--- src/rtl/uart_autobaud_ctrl_pkg.sv ---
// Shared UART auto-baud definitions: FSM states, error codes, sync pattern constants.
package uart_autobaud_ctrl_pkg;

   typedef enum logic [2:0] {
      S_IDLE    = 3'd0,
      S_ARMED   = 3'd1,
      S_MEASURE = 3'd2,
      S_CHECK   = 3'd3,
      S_LOCKED  = 3'd4
   } state_t;

   localparam logic [1:0] ERR_NONE    = 2'b00;
   localparam logic [1:0] ERR_TIMEOUT = 2'b01;
   localparam logic [1:0] ERR_SHAPE   = 2'b10;
   localparam logic [1:0] ERR_RANGE   = 2'b11;

   // 0x55 sent LSB first gives falling edges at bit times 0, 2, 4, 6 and 8.
   localparam int SYNC_EDGES = 5;

endpackage

--- src/rtl/uart_autobaud_ctrl_if.sv ---
// Control/status bundle between the rx pin side, the sequencer and the baud generator.
interface uart_autobaud_ctrl_if #(parameter int MAX_BITS = 11);
   logic                rx;
   logic                start;
   logic [MAX_BITS-1:0] final_value;
   logic                baud_en;
   logic                busy;
   logic                locked;
   logic                err;
   logic [1:0]          err_code;

   modport master (output rx, start,
                   input  final_value, baud_en, busy, locked, err, err_code);
   modport slave  (input  rx, start,
                   output final_value, baud_en, busy, locked, err, err_code);
endinterface

--- src/rtl/uart_rx_sync.sv ---
// Two-flop synchronizer for the raw rx line plus a one-cycle falling-edge strobe.
module uart_rx_sync (
   input  logic clk,
   input  logic reset_n,
   input  logic rx,
   output logic fall
);
   logic [1:0] meta;
   logic       prev;

   // Line idles high, so all stages reset to 1 to avoid a false edge after reset.
   always_ff @(posedge clk or negedge reset_n) begin
      if (!reset_n) begin
         meta <= 2'b11;
         prev <= 1'b1;
      end else begin
         meta <= {meta[0], rx};
         prev <= meta[1];
      end
   end

   assign fall = prev & ~meta[1];
endmodule

--- src/rtl/uart_autobaud_ctrl.sv ---
// Auto-baud controller: times a 0x55 sync character and loads the baud generator terminal count.
//
// state     | meaning
// ----------+-------------------------------------------------------------
// S_IDLE    | default/last-good final_value in use, baud generator running
// S_ARMED   | generator stopped, waiting for the start-bit falling edge
// S_MEASURE | timing the four edge-to-edge intervals of the sync char
// S_CHECK   | rounding the 8-bit-period sum into final_value, range test
// S_LOCKED  | measured final_value in use, baud generator running
module uart_autobaud_ctrl
   import uart_autobaud_ctrl_pkg::*;
#(
   parameter int MAX_BITS   = 11,
   parameter int CNT_W      = 20,
   parameter int DEFAULT_FV = 650,
   parameter int MIN_FV     = 1
) (
   input logic                 clk,
   input logic                 reset_n,
   uart_autobaud_ctrl_if.slave bus
);
   localparam int SUM_W = CNT_W + 2;

   state_t              state;
   logic                fall;
   logic [CNT_W-1:0]    cnt;
   logic [CNT_W:0]      ref_iv;
   logic [SUM_W-1:0]    sum;
   logic [2:0]          edges;
   logic [MAX_BITS-1:0] fv_q;
   logic                baud_en_q, busy_q, locked_q, err_q;
   logic [1:0]          code_q;

   logic [CNT_W:0]      interval, lo_bound, quarter;
   logic [CNT_W+1:0]    hi_bound;
   logic                shape_ok;
   logic [SUM_W:0]      rounded;
   logic [31:0]         quot;
   logic                fv_ok;
   logic                err_hit;
   logic [1:0]          err_sel;

   uart_rx_sync u_rx_sync (
      .clk     (clk),
      .reset_n (reset_n),
      .rx      (bus.rx),
      .fall    (fall)
   );

   // The counter reads P-1 when the next edge arrives P cycles later, hence the +1.
   assign interval = {1'b0, cnt} + (CNT_W+1)'(1);
   assign quarter  = ref_iv >> 2;
   assign lo_bound = ref_iv - quarter;
   assign hi_bound = {1'b0, ref_iv} + {1'b0, quarter};
   assign shape_ok = (interval >= lo_bound) && ({1'b0, interval} <= hi_bound);

   // sum spans 8 bit periods = 128 oversample ticks; round to nearest, then minus one.
   // Testing quot instead of quot-1 keeps the range check free of underflow.
   assign rounded = {1'b0, sum} + (SUM_W+1)'(64);
   assign quot    = 32'(rounded[SUM_W:7]);
   assign fv_ok   = (quot >= 32'(MIN_FV + 1)) && (quot <= 32'(2 ** MAX_BITS));

   // Error detection; an edge arriving on the saturation cycle takes priority over timeout.
   always_comb begin
      err_hit = 1'b0;
      err_sel = ERR_NONE;
      if (state == S_MEASURE) begin
         if (fall) begin
            if (edges != 3'd1 && !shape_ok) begin
               err_hit = 1'b1;
               err_sel = ERR_SHAPE;
            end
         end else if (cnt == '1) begin
            err_hit = 1'b1;
            err_sel = ERR_TIMEOUT;
         end
      end else if (state == S_CHECK && !fv_ok) begin
         err_hit = 1'b1;
         err_sel = ERR_RANGE;
      end
   end

   // Sequencer with registered outputs; final_value only moves on a passing CHECK.
   always_ff @(posedge clk or negedge reset_n) begin
      if (!reset_n) begin
         state     <= S_IDLE;
         cnt       <= '0;
         ref_iv    <= '0;
         sum       <= '0;
         edges     <= '0;
         fv_q      <= MAX_BITS'(DEFAULT_FV);
         baud_en_q <= 1'b1;
         busy_q    <= 1'b0;
         locked_q  <= 1'b0;
         err_q     <= 1'b0;
         code_q    <= ERR_NONE;
      end else begin
         err_q <= 1'b0;
         if (err_hit) begin
            state     <= S_IDLE;
            err_q     <= 1'b1;
            code_q    <= err_sel;
            locked_q  <= 1'b0;
            baud_en_q <= 1'b1;
            busy_q    <= 1'b0;
         end else begin
            case (state)
               S_IDLE, S_LOCKED: begin
                  // err_q high means the error pulse is on the bus this cycle.
                  if (bus.start && !err_q) begin
                     state     <= S_ARMED;
                     code_q    <= ERR_NONE;
                     locked_q  <= 1'b0;
                     baud_en_q <= 1'b0;
                     busy_q    <= 1'b1;
                  end
               end
               S_ARMED: begin
                  if (fall) begin
                     state <= S_MEASURE;
                     cnt   <= '0;
                     sum   <= '0;
                     edges <= 3'd1;
                  end
               end
               S_MEASURE: begin
                  if (fall) begin
                     sum   <= sum + SUM_W'(interval);
                     cnt   <= '0;
                     edges <= edges + 3'd1;
                     if (edges == 3'd1) ref_iv <= interval;
                     if (edges == 3'(SYNC_EDGES - 1)) state <= S_CHECK;
                  end else begin
                     cnt <= cnt + CNT_W'(1);
                  end
               end
               S_CHECK: begin
                  state     <= S_LOCKED;
                  fv_q      <= MAX_BITS'(quot - 32'd1);
                  locked_q  <= 1'b1;
                  baud_en_q <= 1'b1;
                  busy_q    <= 1'b0;
               end
               default: state <= S_IDLE;
            endcase
         end
      end
   end

   assign bus.final_value = fv_q;
   assign bus.baud_en     = baud_en_q;
   assign bus.busy        = busy_q;
   assign bus.locked      = locked_q;
   assign bus.err         = err_q;
   assign bus.err_code    = code_q;
endmodule

--- src/flat_wrapper.sv ---
// flat-port wrapper written by rule: the top's interface ports become plain ports
module uart_autobaud_ctrl_flat import uart_autobaud_ctrl_pkg::*;
#(
   parameter int MAX_BITS   = 11,
   parameter int CNT_W      = 20,
   parameter int DEFAULT_FV = 650,
   parameter int MIN_FV     = 1
)
  (clk, reset_n, bus_rx, bus_start, bus_final_value, bus_baud_en, bus_busy, bus_locked, bus_err, bus_err_code);
  uart_autobaud_ctrl_if #(.MAX_BITS(MAX_BITS)) bus_i ();
  input logic clk;
  input logic reset_n;
  input wire logic [$bits(bus_i.rx)-1:0] bus_rx;
  input wire logic [$bits(bus_i.start)-1:0] bus_start;
  output wire logic [$bits(bus_i.final_value)-1:0] bus_final_value;
  output wire logic [$bits(bus_i.baud_en)-1:0] bus_baud_en;
  output wire logic [$bits(bus_i.busy)-1:0] bus_busy;
  output wire logic [$bits(bus_i.locked)-1:0] bus_locked;
  output wire logic [$bits(bus_i.err)-1:0] bus_err;
  output wire logic [$bits(bus_i.err_code)-1:0] bus_err_code;
  assign bus_i.rx = bus_rx;
  assign bus_i.start = bus_start;
  assign bus_final_value = bus_i.final_value;
  assign bus_baud_en = bus_i.baud_en;
  assign bus_busy = bus_i.busy;
  assign bus_locked = bus_i.locked;
  assign bus_err = bus_i.err;
  assign bus_err_code = bus_i.err_code;
  uart_autobaud_ctrl #(.MAX_BITS(MAX_BITS), .CNT_W(CNT_W), .DEFAULT_FV(DEFAULT_FV), .MIN_FV(MIN_FV)) u_core (.clk(clk), .reset_n(reset_n), .bus(bus_i));
endmodule
--- config.mk ---
export PLATFORM = sky130hd
export DESIGN_NAME = uart_autobaud_ctrl_flat
export DESIGN_NICKNAME = d
export VERILOG_FILES = /design/src/rtl/uart_autobaud_ctrl_pkg.sv /design/src/rtl/uart_autobaud_ctrl_if.sv /design/src/rtl/uart_rx_sync.sv /design/src/rtl/uart_autobaud_ctrl.sv /design/src/flat_wrapper.sv
export SDC_FILE = /design/constraint.sdc
export NUM_CORES = 1
export LEC_CHECK = 0
export CORE_AREA = 2 2 124 126
export DETAILED_ROUTE_END_ITERATION = 8
export DIE_AREA = 0 0 126 128
export MAX_ROUTING_LAYER = met4
export PLACE_DENSITY = 0.75
export SLEW_MARGIN = 20
export SYNTH_ARGS = -nofsm -noshare
export SYNTH_HDL_FRONTEND = slang
export SYNTH_SLANG_ARGS = --single-unit
--- constraint.sdc ---
create_clock -name clk -period 4.5 [get_ports clk]
set_input_delay 1.35 -clock clk [delete_from_list [all_inputs] [get_ports clk]]
set_output_delay 1.35 -clock clk [all_outputs]
set_load 0.1 [all_outputs]
==> key figures <==
Run status
  – Outcome: finished with violations
  – Failing checks: negative setup slack

CTS
  – CTS sink count: 89
  – H-tree lvl count: 3
  – Root Buffer: clkbuf_16
  – Clock buffer depth: 2
  – Worst skew pair latency: approximately 360 ps
  – Num CTS Buffers: 9
  – CTS tree: done
  – Worst-path clk slew: 70 ps

Timing
  – Fmax: 0.194 GHz
  – RSZ-0062 raised after global routing: yes
  – Setup Viol. Count Final: 75
  – Worst Max-Slew Pin Slew: 1130 ps
  – WHS: 361 ps
  – Max Slew Vio Count: 0
  – Final Skew: 3.23 ps
  – Worst rel slew slack: 0.246
  – Tmin final: 5160 ps
  – Final Hold Viols: 0
  – Final WS setup: -664 ps
  – Setup TNS Final: -40,890 ps
  – Final period util: 1.15

Final layout
  – NumNets Final: 1,224
  – Fin util: 0.722
  – Final std cells w/o fill: roughly 1,300
  – Diodes inserted: 0
  – FILL cells: ~1,000
  – Synth-to-Final Area Change: 26.7%
  – Share of cells above drive strength 1: 0.262
  – Final instance area: between 10,000 and 15,000 µm²

Floorplan
  – Die Ht: 128 µm
  – # rows: 45
  – Width of the die: 126 µm
  – I/O pin total: 21
  – DIE AREA: approximately 16,000 µm²
  – Starting Density: 0.570
  – Core region area: ~15,000 µm²

Min path
  – HP Class: register to register
  – Hold Startpoint: u_core.u_rx_sync.meta[0]$_DFF_PN1_

Synthesis
  – Mean area per synthesized cell: 8.54 µm²
  – Sequential area share after synthesis: 0.264
  – Number of synthesized flops with an enable pin: 0
  – Top FF cell, synth: dfrtp_1
  – Synthesized net count: between 1,000 and 1,500
  – Synth area leaders: dfrtp_1 (24%), ha_1 (16%), xnor2_1 (6.2%)
  – Synth Warn #: 0
  – Mapped cell area: 8470 µm²
  – Synth Instances: 992
  – Synth unique cells: 80
  – Synthesized flop and latch total: 89
  – Area leader, netlist: dfrtp_1
  – Synth top area share: 0.239
  – Fraction of registers with async set/reset: 1.00

Setup path
  – Worst r2r src: u_core.ref_iv[9]$_DFFE_PN0P_
  – Worst-path fanout max: 6
  – Worst r2r dst: u_core.cnt[5]$_DFFE_PN0P_
  – Worst reg-to-reg path cell count: 21
  – Cells along the critical path: buf_4, ha_1, nor2_2, a22o_1, or4_1, a31oi_2, or4b_4, a31o_4, a21oi_2, xnor2_1, ha_1, nand4_1, nor4bb_4, nand4_1, o311a_1, o41ai_4, buf_6, o21ai_2, o21a_2, buf_6, a221o_1
  – Worst reg2reg setup slack: -660 ps
  – Levels on crit path: 21
  – Crit end category: register
  – Family with the most delay on the worst path: simple AND/OR/NAND/NOR gates
  – Worst Setup SP: u_core.ref_iv[9]$_DFFE_PN0P_
  – Crit path DAT: around 5400 ps
  – CP required: 4740 ps
  – Worst Setup EP: u_core.cnt[5]$_DFFE_PN0P_
  – Worst path max stage delay: 510 ps
  – Crit path launch type: register
  – Buf/Inv on CP: 3
  – Crit Path Class: register to register
  – Crit-path slowest cell: or4b_4

Global routing
  – Largest net degree at the start of global routing: 65
  – Vias in the first global route: 7,879
  – Initial antenna violation count: 0
  – First-pass GRT wire length: just under 40,000 µm
  – Total GRT Usage: 0.306
  – Grt total ovfl: 0

Drt
  – Routed vias: just over 8,000
  – Drt wl/cell: ~19 µm
  – Final wirelength: 24,800 µm
  – 1st-pass router iterations: 5
  – Vias per inst: 6.35
  – DRC: 0
  – Initial DRC Count: about 710
  – Antenna-violating nets left: 0

Power and ir drop
  – VDD IR max: 382 µV
  – Leakage power: 4.96 nW
  – Cell Pwr Density: 637 nW/µm²
  – Total power: 6.84 mW

Flow run
  – Max-cap violation count: 0

Placement
  – Final Wtd Congestion: 0.921
  – Worst slack, placed: -599 ps
  – I/O Buffers: 20
  – Post-DP Area: 9520 µm²
  – Final HPWL DP: 16,400 µm
  – Placed insts: 1,251
## kinds of logic (layout without fill, tap and decap cells)
group                      after synthesis  after routing  share of synthesized area
muxes                                   18             18                     0.0236
AOI/OAI and AO/OA                      259            260                      0.213
and+or+nand+nor                        319            320                      0.191
xor gates and xnor gates                85             85                     0.0879
buffers and inverters                  112            233                     0.0552
DFF                                     89             89                      0.264
adders and majority gates              110            110                      0.165
## worst min-delay path by stage
stage | end | slack (ps) | depth (start not counted)
6_report | u_core.u_rx_sync.meta[1]$_DFF_PN1_ | 360 | 0
5_1_grt | u_core.u_rx_sync.prev$_DFF_PN1_ | 380 | 0
4_1_cts | u_core.u_rx_sync.meta[1]$_DFF_PN1_ | 370 | 0
3_5_place_dp | u_core.u_rx_sync.meta[1]$_DFF_PN1_ | 350 | 0
3_3_place_gp | u_core.u_rx_sync.meta[1]$_DFF_PN1_ | 350 | 0
2_1_floorplan | u_core.u_rx_sync.meta[1]$_DFF_PN1_ | 350 | 0
## power by group
part	internal, mW	total (mW)	leakage, nW	switching (mW)
sequential	0.944	1.08	1.17	0.138
combinational	2.18	4.92	3.63	2.74
clock	0.450	0.835	0.155	0.385
total	3.58	6.84	4.96	3.26
## timing repair
item                       CTS  global route
setup endpoints to repair   75            75
pin swaps                   42            52
resized for setup           93            62
setup buffers               26             7
gates cloned                 9             1
hold buffers                 0             0
## area by class of cell
type	instances	area, µm²	share of cell area
Inverter	66	248	0.0231
Multi-Input combinational cell	793	6360	0.593
Sequential cell	89	2240	0.208
Clock buffer	9	225	0.0210
Clock inverter	7	96.3	0.00898
Tap cell	188	235	0.0219
Timing Repair Buffer	151	1330	0.124
## synth_stat cells (6+ instances only)
library cell  number
a211oi_1           7
nor3_1            32
or2_2             10
xnor2_1           60
nor2_1            81
inv_1             65
a31oi_1           11
nand4_1           12
a21oi_1           75
a21o_1            14
o31ai_2            7
nor4_1             8
nand3_1           49
a22o_1            11
o21bai_1          16
o31ai_1            9
o21ai_0           43
nand2_1           53
a221o_1            9
nor2b_1           17
dfstp_2            8
xor2_1            25
clkbuf_1          28
o21a_1             6
nand2b_1          13
and3_1             9
ha_1             107
mux2_2            16
dfrtp_1           81
buf_2             11
## sequential cells by signal, summed over array words and instances (netlist names)
signal	count
u_core.u_rx_sync.prev	1
u_core.bus.final_value	11
u_core.sum	22
u_core.bus.err	1
u_core.cnt	20
u_core.bus.locked	1
u_core.bus.baud_en	1
u_core.bus.busy	1
u_core.state	3
u_core.ref_iv	21
u_core.u_rx_sync.meta	2
u_core.bus.err_code	2
u_core.edges	3
## per-layer routing
layer	part of all wire	global-route usage	routed length, µm	vias up
met5	0	-	0	-
met4	0.044	0.125	1090	0
met3	0.068	0.0401	1670	102
met2	0.47	0.486	11700	376
met1	0.42	0.399	10300	3941
li1	-	-	-	3852
## cells in the final DEF (no fill, tap or decap), types with 14 or more instances in the layout
cell type and instances:
buf_4 106, a21oi_2 19, buf_6 21, o21ai_0 31
nand3_1 41, nor2b_1 17, nor2_1 61, nand2_1 49
a21o_1 14, clkdlybuf4s50_1 19, xor2_1 25, dfrtp_1 81
o21bai_1 14, inv_1 62, xnor2_1 60, ha_1 105
a21oi_1 56, nor3_1 32
(Power assumes the default switching activity.)
